<file path="src/rtl/step_pkg.sv">
// Shared types and default sizing for the single-step clock generator.
package step_pkg;

    typedef enum logic [1:0] {
        IDLE,
        HIGH,
        WAIT_REL
    } step_state_e;

    localparam int DEF_DEBOUNCE_CYCLES = 5000;
    localparam int DEF_STEP_HIGH       = 5000;
    localparam int DEF_AUTO_DIV        = 50000000;
    localparam int DEF_CNT_W           = 26;

endpackage

</file>
<file path="src/rtl/btn_debounce.sv">
// Two-flop synchroniser followed by a stable-time debounce filter.
// The output only follows the input after it has stayed different for DEBOUNCE_CYCLES cycles.
module btn_debounce
    import step_pkg::*;
#(
    parameter int DEBOUNCE_CYCLES = DEF_DEBOUNCE_CYCLES,
    parameter int CNT_W           = DEF_CNT_W
) (
    input  logic clk,
    input  logic reset,
    input  logic din,
    output logic dout
);

    localparam logic [CNT_W-1:0] CNT_LAST = CNT_W'(DEBOUNCE_CYCLES - 1);

    logic             s1_q;
    logic             s2_q;
    logic             db_q;
    logic             db_d;
    logic [CNT_W-1:0] cnt_q;
    logic [CNT_W-1:0] cnt_d;

    always_comb begin
        // NOTE: defaults first, so every path assigns every output and no latch is inferred.
        db_d  = db_q;
        cnt_d = '0;
        if (s2_q != db_q) begin
            if (cnt_q == CNT_LAST) begin
                db_d = s2_q;
            end else begin
                cnt_d = cnt_q + CNT_W'(1);
            end
        end
    end

    always_ff @(posedge clk) begin
        // NOTE: non-blocking assignments so every flop samples pre-edge values.
        if (reset) begin
            s1_q  <= 1'b0;
            s2_q  <= 1'b0;
            db_q  <= 1'b0;
            cnt_q <= '0;
        end else begin
            s1_q  <= din;
            s2_q  <= s1_q;
            db_q  <= db_d;
            cnt_q <= cnt_d;
        end
    end

    assign dout = db_q;

endmodule

</file>
<file path="src/rtl/step_clock_gen.sv">
// CPU single-step clock: one STEP_HIGH-cycle pulse per debounced press,
// or a free-running step every AUTO_DIV cycles while auto_en is high.
module step_clock_gen
    import step_pkg::*;
#(
    parameter int DEBOUNCE_CYCLES = DEF_DEBOUNCE_CYCLES,
    parameter int STEP_HIGH       = DEF_STEP_HIGH,
    parameter int AUTO_DIV        = DEF_AUTO_DIV,
    parameter int CNT_W           = DEF_CNT_W
) (
    input  logic       clk,
    input  logic       reset,
    input  logic       button,
    input  logic       auto_en,
    output logic       step_clk,
    output logic       step_pulse,
    output logic [7:0] ticks,
    output logic       busy
);

    localparam logic [CNT_W-1:0] HIGH_LAST = CNT_W'(STEP_HIGH - 1);
    localparam logic [CNT_W-1:0] AUTO_LAST = CNT_W'(AUTO_DIV - 1);

    logic             btn_db;
    step_state_e      state_q;
    step_state_e      state_d;
    logic             step_clk_q;
    logic             step_clk_d;
    logic             pulse_q;
    logic             pulse_d;
    logic             busy_q;
    logic             busy_d;
    logic [7:0]       ticks_q;
    logic [7:0]       ticks_d;
    logic [CNT_W-1:0] high_cnt_q;
    logic [CNT_W-1:0] high_cnt_d;
    logic [CNT_W-1:0] auto_cnt_q;
    logic [CNT_W-1:0] auto_cnt_d;
    logic             auto_tc;
    logic             trigger;

    btn_debounce #(
        .DEBOUNCE_CYCLES(DEBOUNCE_CYCLES),
        .CNT_W          (CNT_W)
    ) u_debounce (
        .clk  (clk),
        .reset(reset),
        .din  (button),
        .dout (btn_db)
    );

    // The auto counter free-runs; a terminal count outside IDLE is simply lost.
    always_comb begin
        auto_tc    = auto_en && (auto_cnt_q == AUTO_LAST);
        trigger    = auto_en ? auto_tc : btn_db;
        auto_cnt_d = '0;
        if (auto_en && !auto_tc) begin
            auto_cnt_d = auto_cnt_q + CNT_W'(1);
        end
    end

    always_comb begin
        state_d    = state_q;
        step_clk_d = step_clk_q;
        pulse_d    = 1'b0;
        ticks_d    = ticks_q;
        high_cnt_d = high_cnt_q;
        unique case (state_q)
            IDLE: begin
                if (trigger) begin
                    state_d    = HIGH;
                    step_clk_d = 1'b1;
                    pulse_d    = 1'b1;
                    ticks_d    = ticks_q + 8'd1;
                    high_cnt_d = '0;
                end
            end
            HIGH: begin
                if (high_cnt_q == HIGH_LAST) begin
                    state_d    = WAIT_REL;
                    step_clk_d = 1'b0;
                end else begin
                    high_cnt_d = high_cnt_q + CNT_W'(1);
                end
            end
            WAIT_REL: begin
                // Leaving only on release is what makes a held button a single step.
                if (!btn_db || auto_en) begin
                    state_d = IDLE;
                end
            end
            default: begin
                state_d    = IDLE;
                step_clk_d = 1'b0;
            end
        endcase
        busy_d = (state_d != IDLE);
    end

    always_ff @(posedge clk) begin
        if (reset) begin
            state_q    <= IDLE;
            step_clk_q <= 1'b0;
            pulse_q    <= 1'b0;
            busy_q     <= 1'b0;
            ticks_q    <= '0;
            high_cnt_q <= '0;
            auto_cnt_q <= '0;
        end else begin
            state_q    <= state_d;
            step_clk_q <= step_clk_d;
            pulse_q    <= pulse_d;
            busy_q     <= busy_d;
            ticks_q    <= ticks_d;
            high_cnt_q <= high_cnt_d;
            auto_cnt_q <= auto_cnt_d;
        end
    end

    assign step_clk   = step_clk_q;
    assign step_pulse = pulse_q;
    assign ticks      = ticks_q;
    assign busy       = busy_q;

endmodule
</file>
<file path="config.mk">
export PLATFORM = sky130hd
export DESIGN_NAME = step_clock_gen
export DESIGN_NICKNAME = d
export VERILOG_FILES = /design/src/rtl/step_pkg.sv /design/src/rtl/btn_debounce.sv /design/src/rtl/step_clock_gen.sv
export SDC_FILE = /design/constraint.sdc
export NUM_CORES = 1
export LEC_CHECK = 0
export CAP_MARGIN = 25
export CORE_ASPECT_RATIO = 1.25
export CORE_MARGIN = 8
export CORE_UTILIZATION = 65
export CTS_BUF_LIST = sky130_fd_sc_hd__clkbuf_4 sky130_fd_sc_hd__clkbuf_8 sky130_fd_sc_hd__clkbuf_16
export CTS_CLUSTER_DIAMETER = 150
export DETAILED_ROUTE_END_ITERATION = 10
export HOLD_SLACK_MARGIN = 0.03
export PLACE_DENSITY = 0.85
export SLEW_MARGIN = 20
export SYNTH_ARGS = -nofsm -noshare
export SYNTH_HDL_FRONTEND = slang
export SYNTH_SLANG_ARGS = --single-unit
export TNS_END_PERCENT = 20
</file>
<file path="constraint.sdc">
create_clock -name clk -period 4.4 [get_ports clk]
set_input_delay 0.66 -clock clk [delete_from_list [all_inputs] [get_ports clk]]
set_output_delay 0.66 -clock clk [all_outputs]
set_load 0.02 [all_outputs]
</file>
# ---- Word level (Yosys, flattened, before mapping)
# Index checks and enable logic that the tools add are counted.
dict set report totals {
  ff_bits 94
  word_cells 55
  input_bits 4
}
dict set report classes {
  muxes 12
  bitwise_logic 4
  n_reduce_logical 15
  n_addsub 4
  eq_ne 9
}
# operator n
set ops {}
lappend ops {{26-bit by 1-bit adder with 26-bit output (second input constant)} 3}
lappend ops {{26-bit by 13-bit == test with 1-bit output (second input constant)} 2}
lappend ops {{26-bit 2-to-1 mux} 2}
lappend ops {{26-bit case mux with 2 select lines} 1}
lappend ops {{26-bit == test (second input constant)} 1}
lappend ops {{8-bit by 1-bit adder with 8-bit output (second input constant)} 1}
lappend ops {{2-bit 2-to-1 mux} 3}
lappend ops {{2-bit inequality test (second input constant)} 3}
lappend ops {{2-bit case mux with 3 select lines} 1}
lappend ops {{3-bit AND reduction} 2}
lappend ops {{1-bit 2-to-1 mux} 4}
lappend ops {{1-bit NOT} 4}
lappend ops {{2-bit AND reduction} 2}
lappend ops {{2-bit nonzero test} 2}
lappend ops {{2-bit OR reduction} 2}
lappend ops {{1-bit case mux with 3 select lines} 1}
lappend ops {{3-bit OR reduction} 1}
lappend ops {{2-bit by 1-bit == test with 1-bit output (second input constant)} 1}
lappend ops {{2-bit == test (second input constant)} 1}
lappend ops {{1-bit logical AND} 2}
lappend ops {{1-bit zero test} 2}
lappend ops {{2-bit zero test} 1}
lappend ops {{1-bit logical OR} 1}
lappend ops {{1-bit inequality test} 1}

# ---- Logic depth before layout (Yosys ltp)
# Gate-level depths: netlist of the first run.
dict set report logic_depth {
  word_depth 6
  ltp_mapped 8
}

# ---- Modules after synthesis
# A second synthesis of the first run with hierarchy kept.
dict set report unflattened {
  cells_unflattened 508
  area_unflattened_um2 4359.2
}
# mod cells_each area_per_inst_um2 instances seq_area_each_um2
set by_module_without_submodules {}
lappend by_module_without_submodules {step_clock_gen 358 3051.7 1 1301.2}
lappend by_module_without_submodules {btn_debounce 150 1307.5 1 580.6}

# ---- Worst setup path before layout of the first run
# OpenSTA, ideal clock, no wires.
dict set report synth_timing {
  path_type {register to register}
  from {register high_cnt_q[4]}
  to {register high_cnt_q[21]}
  stages_incl_launch_ff 8
  arrival_time_ps 1942
  setup_time_ps 128
  synth_period_minus_slack_ps 2071
  n_path_buf 2
  setup_slack_ps 2329
  cell_sequence {dfxtp_1 buf_6 or4b_1 or4_4 o21a_1 buf_2 a31oi_1 a31oi_1}
}
dict set report synth_between {
  elab_chain_len 3
  elab_cells_between_ends 6
  cone_classes {add/sub (1); eq/ne (2); mux (2); reduce/logical (1)}
}
# item line_no
set synth_rtl {}
lappend synth_rtl {{from (decl)} step_clock_gen.sv:35} ;# logic [CNT_W-1:0] high_cnt_q;
lappend synth_rtl {{from (signal assigned)} step_clock_gen.sv:115} ;# high_cnt_q <= high_cnt_d;
lappend synth_rtl {{26-bit by 1-bit adder with 26-bit output / 26-bit by 13-bit == test with 1-bit output (equally long branches)} {step_clock_gen.sv:83, step_clock_gen.sv:79}}
lappend synth_rtl {{26-bit 2-to-1 mux / 2-bit inequality test (equally long branches)} --}
lappend synth_rtl {{26-bit case mux with 2 select lines / 3-bit AND reduction (equally long branches)} --}
# Parallel ways exist; a longest one is shown, timed or not. The select of a mux whose other input is x is not followed.
# A chain may end at the register's enable or synchronous reset.

# ---- Final worst setup path of the first run
dict set report layout_timing {
  from {register u_debounce.cnt_q[18]}
  to {register u_debounce.cnt_q[10]}
}
dict set report layout_between {
  elab_chain_len 2
}
# item line_no
set layout_rtl {}
lappend layout_rtl {{from (decl)} btn_debounce.sv:21} ;# logic [CNT_W-1:0] cnt_q;
lappend layout_rtl {{from (signal assigned)} btn_debounce.sv:48} ;# cnt_q <= cnt_d;
lappend layout_rtl {{26-bit by 13-bit == test with 1-bit output} btn_debounce.sv:29} ;# if (cnt_q == CNT_LAST) begin
lappend layout_rtl {{3-bit OR reduction (no source line)} --}
# No other way between the ends.

==> flow_summary.json, run 1 <==
{
  "port_buffers": 14,
  "viasPerCell": 6.24,
  "synth_fa_ha_area_share_pct": 1.15,
  "cts-root-buf": "clkbuf_8",
  "tightest_slew_ns": 0.922,
  "dp.final_hpwl_um": 6160,
  "min_path_type": "reg -> reg",
  "yosysTopAreaCell": "dfxtp_1",
  "maxCapViolCount": 0,
  "cts_tree": "built",
  "post_cts_resized": 0,
  "synth_common_cells": "dfxtp_1, nor2_1, nand3_1",
  "clockBufferDepth": 2,
  "synthSimpleGateAreaFrac_pct": 29.3,
  "die-area_um2": 9570,
  "placedInstanceArea_um2": 4520,
  "cp_slowest_cell": "or3_1",
  "layout_min_cycle_time_ns": 2.67,
  "die_w_um": 89.1,
  "multi_input_comb_area_um2": 2330,
  "cts.clk_slew.worst_paths_ns": 0.09,
  "avgSynthCellArea_um2": 8.58,
  "grt_pass1_vias": 3453,
  "yosysSeqAreaShare_pct": 43.3,
  "final.fill_count": 505,
  "yosysMostFrequentCell": "dfxtp_1",
  "grt_max_degree": 27,
  "core_area_um2": 6520,
  "slew_headroom_pct": 38.0,
  "tns_ns": 0,
  "max_stage_delay_ns": 0.80,
  "finClkSkew_ns": 0.0111,
  "report.final.hold_viol_count": 0,
  "drt_iter0_markers": 286,
  "synth_top_family_by_area": "simple AND/OR/NAND/NOR gates",
  "gr-total-overflow": 0,
  "netlist_area_um2": 4340,
  "synthCells": 506,
  "postCtsSetupRepairBufs": 0,
  "ant_nets": 0,
  "die_h_um": 107,
  "numCtsBuffers": 9,
  "clock-sinks": 94,
  "wire_per_inst_um": 15.0,
  "powerDensity_nw_per_um2": 309,
  "ys_types": 53,
  "leakage_nw": 1.46,
  "area_growth_pct": 8.67,
  "path_max_fanout": 26,
  "drt_pass1_iterations": 5,
  "drt-total-wl_um": 9090,
  "grt_pass1_wl_um": 15400,
  "register_area_um2": 1880,
  "synthArstFlopShare_pct": 0,
  "drc": 0,
  "setup_viol": 0,
  "synth-edff-count": 0,
  "crit_arrival_ns": 2.88,
  "endpoint_kind": "flip-flop",
  "synth_nets": 514,
  "row_count": 33,
  "vias": 3793,
  "rsz0062_at_grt": "no",
  "worstPathCellList": "nor4_1, nand4_1, nor4_1, or3_1, nor2_1",
  "hold_buffers": 0,
  "start_util_pct": 66.6,
  "synthFlopType": "dfxtp_1",
  "worstSetupPathType": "reg -> reg",
  "drive_above_1_share_pct": 5.37,
  "final_nets": 524,
  "cts.htree.levels": 3,
  "ys_ff_latch": 94,
  "stdcell_count": 608,
  "fin_crit_sh_pct": 60.6,
  "dp_cells": 591,
  "muxShareOfSynthArea_pct": 0.461,
  "cpMostUsedCell": "nor4_1",
  "clk-insertion-delay-late_ns": 0.36,
  "fmax_mhz": 375,
  "status": "complete, no violations",
  "n_antenna_cell": 0,
  "crit_required_ns": 4.61,
  "post-route-util_pct": 72.3,
  "synth_warnings": 0,
  "finalInstanceArea_um2": 4720,
  "antenna_found_initial": 0,
  "gp_congestion": 0.862,
  "synth_top_area_share_pct": 43.3,
  "ir_worst_vdd_uv": 169,
  "synth.area.top_cells": "dfxtp_1, nor2_1, xor2_1",
  "cp-start-kind": "flip-flop",
  "yosys.area_share.xor_xnor_pct": 9.48,
  "synth_compound_area_share_pct": 13.2,
  "drv_slew": 0,
  "track_usage_pct": 19.9,
  "ios": 15
}
-- layout by cell type (no fill, tap or decap), types with 4 or more instances in the layout --
| master | Yosys | routed |
|---|---|---|
| a41oi_1 | 4 | 4 |
| o21a_1 | 5 | 5 |
| nand4_1 | 24 | 24 |
| clkbuf_4 | 0 | 4 |
| a21oi_1 | 23 | 23 |
| or4_1 | 4 | 4 |
| o21ai_0 | 14 | 14 |
| ha_1 | 4 | 4 |
| xor2_1 | 24 | 24 |
| nand2_1 | 31 | 31 |
| and4_1 | 12 | 12 |
| dfxtp_1 | 94 | 94 |
| or3_1 | 7 | 7 |
| and3_1 | 13 | 13 |
| clkdlybuf4s50_1 | 0 | 14 |
| clkbuf_8 | 0 | 9 |
| nor3_1 | 11 | 11 |
| nor2_1 | 73 | 73 |
| xnor2_1 | 23 | 23 |
| nor4_1 | 11 | 11 |
| nand3_1 | 37 | 37 |
| a31oi_1 | 20 | 20 |
| inv_1 | 10 | 10 |
-- worst paths after layout --
kind	start	end	slack, ns	cells past startpoint
max	u_debounce.cnt_q[18]	u_debounce.cnt_q[10]	1.73	5
min	auto_cnt_q[0]	auto_cnt_q[0]	0.47	1
max reg2reg	u_debounce.cnt_q[18]	u_debounce.cnt_q[10]	1.73	5
min reg2reg	auto_cnt_q[0]	auto_cnt_q[0]	0.47	1
-- registers in the layout, summed over array words and instances, names as in the netlist --
register,flops
high_cnt_q,26
state_q,2
ticks,8
step_clk,1
busy,1
u_debounce.dout,1
u_debounce.s1_q,1
u_debounce.cnt_q,26
auto_cnt_q,26
u_debounce.s2_q,1
step_pulse,1
-- routing by layer --
| metal | part of all wire [%] | routed length [µm] | global-route usage [%] | vias up |
|---|---|---|---|---|
| met2 | 48 | 4340 | 32.4 | 106 |
| li1 | - | - | - | 1881 |
| met1 | 45 | 4130 | 24.9 | 1786 |
| met3 | 5.1 | 464 | 4.05 | 20 |
| met4 | 1.7 | 157 | 7.51 | 0 |
| met5 | 0 | 0 | 0 | - |
-- metrics by stage --
| stage | setup WS, ns | hold WS [ns] | total power [mW] |
|---|---|---|---|
| final | 1.73 | 0.473 | 1.46 |
| after global routing | 1.59 | 0.480 | 1.50 |
| after CTS | 1.73 | 0.468 | 1.46 |
| after detailed placement | 1.48 | 0.438 | 0.901 |
| after global placement | 1.56 | 0.430 | 0.900 |
| after floorplan | 2.33 | 0.414 | 0.892 |
-- worst max-delay path: cells and delay by family (launching register included) --
kind	cells	cell delay [ns]
AND/OR/NAND/NOR	5	2.10
flip-flops	1	0.40
-- final cells by class --
class	count	area share, %
Multi-Input combinational cell	383	49.3
Sequential cell	94	39.9
Timing Repair Buffer	17	3.39
Clock buffer	13	3.26
Tap cell	87	2.31
Clock inverter	3	0.954
Inverter	11	0.875
-- cells by family (layout without fill, tap and decap cells) --
kind of cell,count (synthesis),in the layout
AO/OA/AOI/OAI,88,88
XOR/XNOR,47,47
adder cells (fa/ha/maj),4,4
buffers and inverters,29,44
flip-flops,94,94
multiplexers,2,2
AND/OR/NAND/NOR,242,242
-- power by group --
group / total, mW / switching (mW) / leakage (nW) / internal (mW)
sequential: 0.856 / 0.00280 / 0.758 / 0.853
combinational: 0.0252 / 0.0169 / 0.606 / 0.00828
clock: 0.577 / 0.288 / 0.0975 / 0.289
No activity file was read; power rests on OpenSTA's default activity.
==> run 2, diff against run 1 <==
Settings changed: CORE_UTILIZATION 65 to 55, PLACE_DENSITY 0.85 to 0.77.
Clock period 4.4 ns to 2.2 ns, I/O delays scaled along.
==> flow_summary.json, run 2 (synthesized netlist as in run 1, its figures left out) <==
{
  "tightest_slew_ns": 0.653,
  "cts_tree": "built",
  "wire_per_inst_um": 14.3,
  "drt_iter0_markers": 290,
  "rsz0062_at_grt": "yes",
  "layout_min_cycle_time_ns": 2.10,
  "leakage_nw": 1.58,
  "clk-insertion-delay-late_ns": 0.36,
  "clock-sinks": 94,
  "grt_pass1_vias": 3447,
  "min_path_type": "reg -> reg",
  "hold_buffers": 0,
  "postCtsSetupRepairBufs": 0,
  "fmax_mhz": 475,
  "drt-total-wl_um": 9160,
  "gr-total-overflow": 0,
  "ios": 15,
  "min_to": "u_debounce.s2_q",
  "die-area_um2": 11000,
  "crit_arrival_ns": 2.35,
  "fin_crit_sh_pct": 95.6,
  "path_max_fanout": 6,
  "antenna_found_initial": 0,
  "finalPower_mw": 2.85,
  "cts-root-buf": "clkbuf_8",
  "cts.clk_slew.worst_paths_ns": 0.10,
  "final_nets": 548,
  "post-route-util_pct": 63.6,
  "maxCapViolCount": 0,
  "setup_viol": 0,
  "holdPathStages": 1,
  "dp_cells": 624,
  "min_from": "u_debounce.s1_q",
  "row_count": 36,
  "post_cts_resized": 0,
  "mostFrequentLayoutCells": "dfxtp_1, nor2_1, nand3_1, nand2_1, buf_4",
  "start_util_pct": 56.1,
  "layout_commonest_cell": "dfxtp_1",
  "crit_required_ns": 2.45,
  "dp.final_hpwl_um": 6480,
  "drv_slew": 0,
  "cts.htree.levels": 3,
  "reg2reg_from": "high_cnt_q[3]",
  "track_usage_pct": 17.4,
  "cp-start-kind": "flip-flop",
  "stdcell_count": 640,
  "reg.largest.list": "auto_cnt_q (26), high_cnt_q (26), u_debounce.cnt_q (26)",
  "timing.rr.end": "high_cnt_q[1]",
  "area_growth_pct": 13.4,
  "numCtsBuffers": 9,
  "grt_pass1_wl_um": 15700,
  "slew_headroom_pct": 56.0,
  "worstSetupPathType": "reg -> reg",
  "reg2reg_slack_ns": 0.1,
  "r2r_cells": 6,
  "vias": 3803,
  "ant_nets": 0,
  "powerDensity_nw_per_um2": 579,
  "n_antenna_cell": 0,
  "status": "complete, no violations",
  "drt_pass1_iterations": 5,
  "tns_ns": 0,
  "grt_max_degree": 27,
  "die_w_um": 95.5,
  "ir_worst_vdd_uv": 442,
  "finClkSkew_ns": 0.0162,
  "fin_hold_ws_ns": 0.453,
  "drive_above_1_share_pct": 10.1,
  "clockBufferDepth": 2,
  "viasPerCell": 5.94,
  "drc": 0,
  "die_h_um": 115,
  "gp_congestion": 0.837,
  "endpoint_kind": "flip-flop",
  "report.final.hold_viol_count": 0,
  "port_buffers": 14,
  "core_area_um2": 7750
}
-- run 2: power breakdown --
part / total (mW) / switching (mW) / internal, mW
Sequential: 1.71 / 0.00549 / 1.71
Clock: 1.09 / 0.599 / 0.487
Combinational: 0.0529 / 0.0322 / 0.0206
Total: 2.85 / 0.637 / 2.21
-- run 2: worst max path at each step --
| stage | end | startpoint |
|---|---|---|
| floorplan | high_cnt_q[21] | high_cnt_q[4] |
| global placement | ticks[3] | auto_en |
| detailed placement | high_cnt_q[14] | high_cnt_q[3] |
| CTS | high_cnt_q[3] | high_cnt_q[3] |
| global route | high_cnt_q[1] | high_cnt_q[0] |
| finish | high_cnt_q[1] | high_cnt_q[3] |
-- run 2: per-stage QoR --
stage / cell area [µm²] / setup WS [ns]
after floorplan: 4340 / 0.129
final: 4920 / 0.0965
after global placement: 4730 / 0.0718
after detailed placement: 4730 / 0.0272
after global routing: 4920 / -0.0166
after CTS: 4920 / 0.0178
-- run 2: per-layer routing --
| layer | part of all wire, % | up-vias | track usage, % |
|---|---|---|---|
| met5 | 0 | - | 0 |
| met2 | 47 | 87 | 27.3 |
| li1 | - | 1915 | - |
| met4 | 1.0 | 0 | 5.14 |
| met1 | 48 | 1790 | 23.3 |
| met3 | 4.7 | 11 | 3.72 |
-- run 2: final cells by class --
| type | instances | area (µm²) |
|---|---|---|
| multi-input cells | 383 | 2340 |
| well taps | 95 | 119 |
| fillers | 639 | 2820 |
| repair buffers | 41 | 355 |
| inverters | 11 | 41.3 |
| clock buffers | 12 | 159 |
| clock inverters | 4 | 31.3 |
| flip-flops and latches | 94 | 1880 |
-- run 2: critical path, cell delays in order, from the launching register on --
cell and delay (ns):
dfxtp_1 0.33, or4b_1 0.51, or4_4 0.46, o21ai_4 0.24, and2_1 0.24, buf_4 0.15, o21ai_0 0.07
==> run 3, diff against run 2 <==
Settings changed: CORE_UTILIZATION 55 to 61, CTS_CLUSTER_SIZE set to 30, PLACE_DENSITY 0.77 to 0.8.
Clock period 2.2 ns to 2.35 ns, I/O delays scaled along.
==> flow_summary.json, run 3 (synthesized netlist as in run 1, its figures left out) <==
{
  "fmax_mhz": 453,
  "dp_slack_ns": 0.0792,
  "die_h_um": 110,
  "grt_pass1_vias": 3552,
  "area_growth_pct": 11.7,
  "drc": 0,
  "clkPwrFrac_pct": 40.7,
  "endpoint_kind": "flip-flop",
  "port_buffers": 14,
  "start_util_pct": 62.6,
  "clk-insertion-delay-late_ns": 0.35,
  "drt-total-wl_um": 9210,
  "layout_min_cycle_time_ns": 2.21,
  "dp.final_hpwl_um": 6510,
  "powerDensity_nw_per_um2": 574,
  "use_met2_pct": 32.8,
  "top_usage_layer": "met2",
  "switchingPower_uw": 601,
  "antenna_found_initial": 0,
  "finClkSkew_ns": 0.0109,
  "cts_tree": "built",
  "wire_per_inst_um": 14.8,
  "pwr-share-comb_pct": 1.8,
  "cts.htree.levels": 3,
  "grt_pass1_wl_um": 15900,
  "rsz0062_at_grt": "no",
  "worstSetupPathType": "reg -> reg",
  "status": "complete, no violations",
  "report.final.hold_viol_count": 0,
  "tns_ns": 0,
  "mostFrequentLayoutCells": "dfxtp_1, nor2_1, nand3_1, nand2_1",
  "ir_worst_vdd_uv": 433,
  "n_antenna_cell": 0,
  "ios": 15,
  "r2r_cells": 5,
  "clock-sinks": 94,
  "drt_iter0_markers": 242,
  "gp_congestion": 0.887,
  "clockBufferDepth": 2,
  "cts.clk_slew.worst_paths_ns": 0.09,
  "reg.largest.list": "auto_cnt_q (26), high_cnt_q (26), u_debounce.cnt_q (26)",
  "die_w_um": 91.5,
  "tightest_slew_ns": 0.651,
  "post_cts_resized": 0,
  "holdPathStages": 1,
  "crit_arrival_ns": 2.51,
  "maxCapViolCount": 0,
  "intPower_mw": 2.18,
  "setup_viol": 0,
  "gr-total-overflow": 0,
  "layout_commonest_cell": "dfxtp_1",
  "core_area_um2": 6930,
  "finalWorstSetupSlack_ns": 0.141,
  "vias": 3820,
  "leakage_nw": 1.54,
  "track_usage_pct": 18.8,
  "drt_pass1_iterations": 5,
  "drv_slew": 0,
  "numCtsBuffers": 9,
  "use_met1_pct": 22.4,
  "viasPerCell": 6.12,
  "finalPower_mw": 2.78,
  "switching_share_pct": 21.6,
  "cp-start-kind": "flip-flop",
  "met3_usage_pct": 3.05,
  "path_max_fanout": 9,
  "grt_max_degree": 27,
  "row_count": 34,
  "slew_headroom_pct": 56.2,
  "power_frac_seq_pct": 57.6,
  "die-area_um2": 10100,
  "fin_crit_sh_pct": 94.0,
  "crit_required_ns": 2.65,
  "hold_buffers": 0,
  "ant_nets": 0,
  "drive_above_1_share_pct": 7.87,
  "min_path_type": "reg -> reg",
  "postCtsSetupRepairBufs": 0,
  "final_nets": 537,
  "cts-root-buf": "clkbuf_8"
}
==> run 3: critical path: stages (launching register included) <==
cell	delay [ns]
dfxtp_1	0.40
or4b_1	0.53
or4_4	0.46
o21ai_4	0.25
and2_1	0.30
o221a_2	0.22
==> run 3: power groups by stage <==
stage | sequential (mW) | combinational, mW | clock, mW
after floorplan | 1.64 | 0.0324 | 0
after global placement | 1.64 | 0.0485 | 0
after detailed placement | 1.64 | 0.0494 | 0
after CTS | 1.60 | 0.0495 | 1.15
after global routing | 1.60 | 0.0544 | 1.22
final | 1.60 | 0.0493 | 1.13
==> run 3: worst paths after layout <==
| path | end | slack, ns | start |
|---|---|---|---|
| min reg2reg | u_debounce.s2_q | 0.46 | u_debounce.s1_q |
| max | high_cnt_q[4] | 0.14 | high_cnt_q[4] |
| min | u_debounce.s2_q | 0.46 | u_debounce.s1_q |
| max reg2reg | high_cnt_q[4] | 0.14 | high_cnt_q[4] |
==> run 3: final cells by class <==
class | count | area (µm²)
Clock buffer | 12 | 159
Clock inverter | 4 | 55.1
Fill cell | 544 | 2080
Inverter | 11 | 41.3
Multi-Input combinational cell | 383 | 2330
Sequential cell | 94 | 1880
Tap cell | 90 | 113
Timing Repair Buffer | 30 | 273
==> run 3: metal layers <==
metal  up-vias  part of all wire [%]
met2       132                    48
li1       1888                     -
met5         -                     0
met1      1778                    45
met3        22                   4.8
met4         0                   2.2
==> run 3: metrics by stage <==
step / area, µm² / hold slack [ns] / utilization (%) / cells
floorplan: 4340 / 0.414 / - / 506
global placement: 4640 / 0.433 / 66.9 / 608
detailed placement: 4640 / 0.449 / 66.9 / 608
CTS: 4850 / 0.466 / 70.0 / 624
global route: 4850 / 0.475 / 70.0 / 624
finish: 4850 / 0.459 / 70.0 / 624
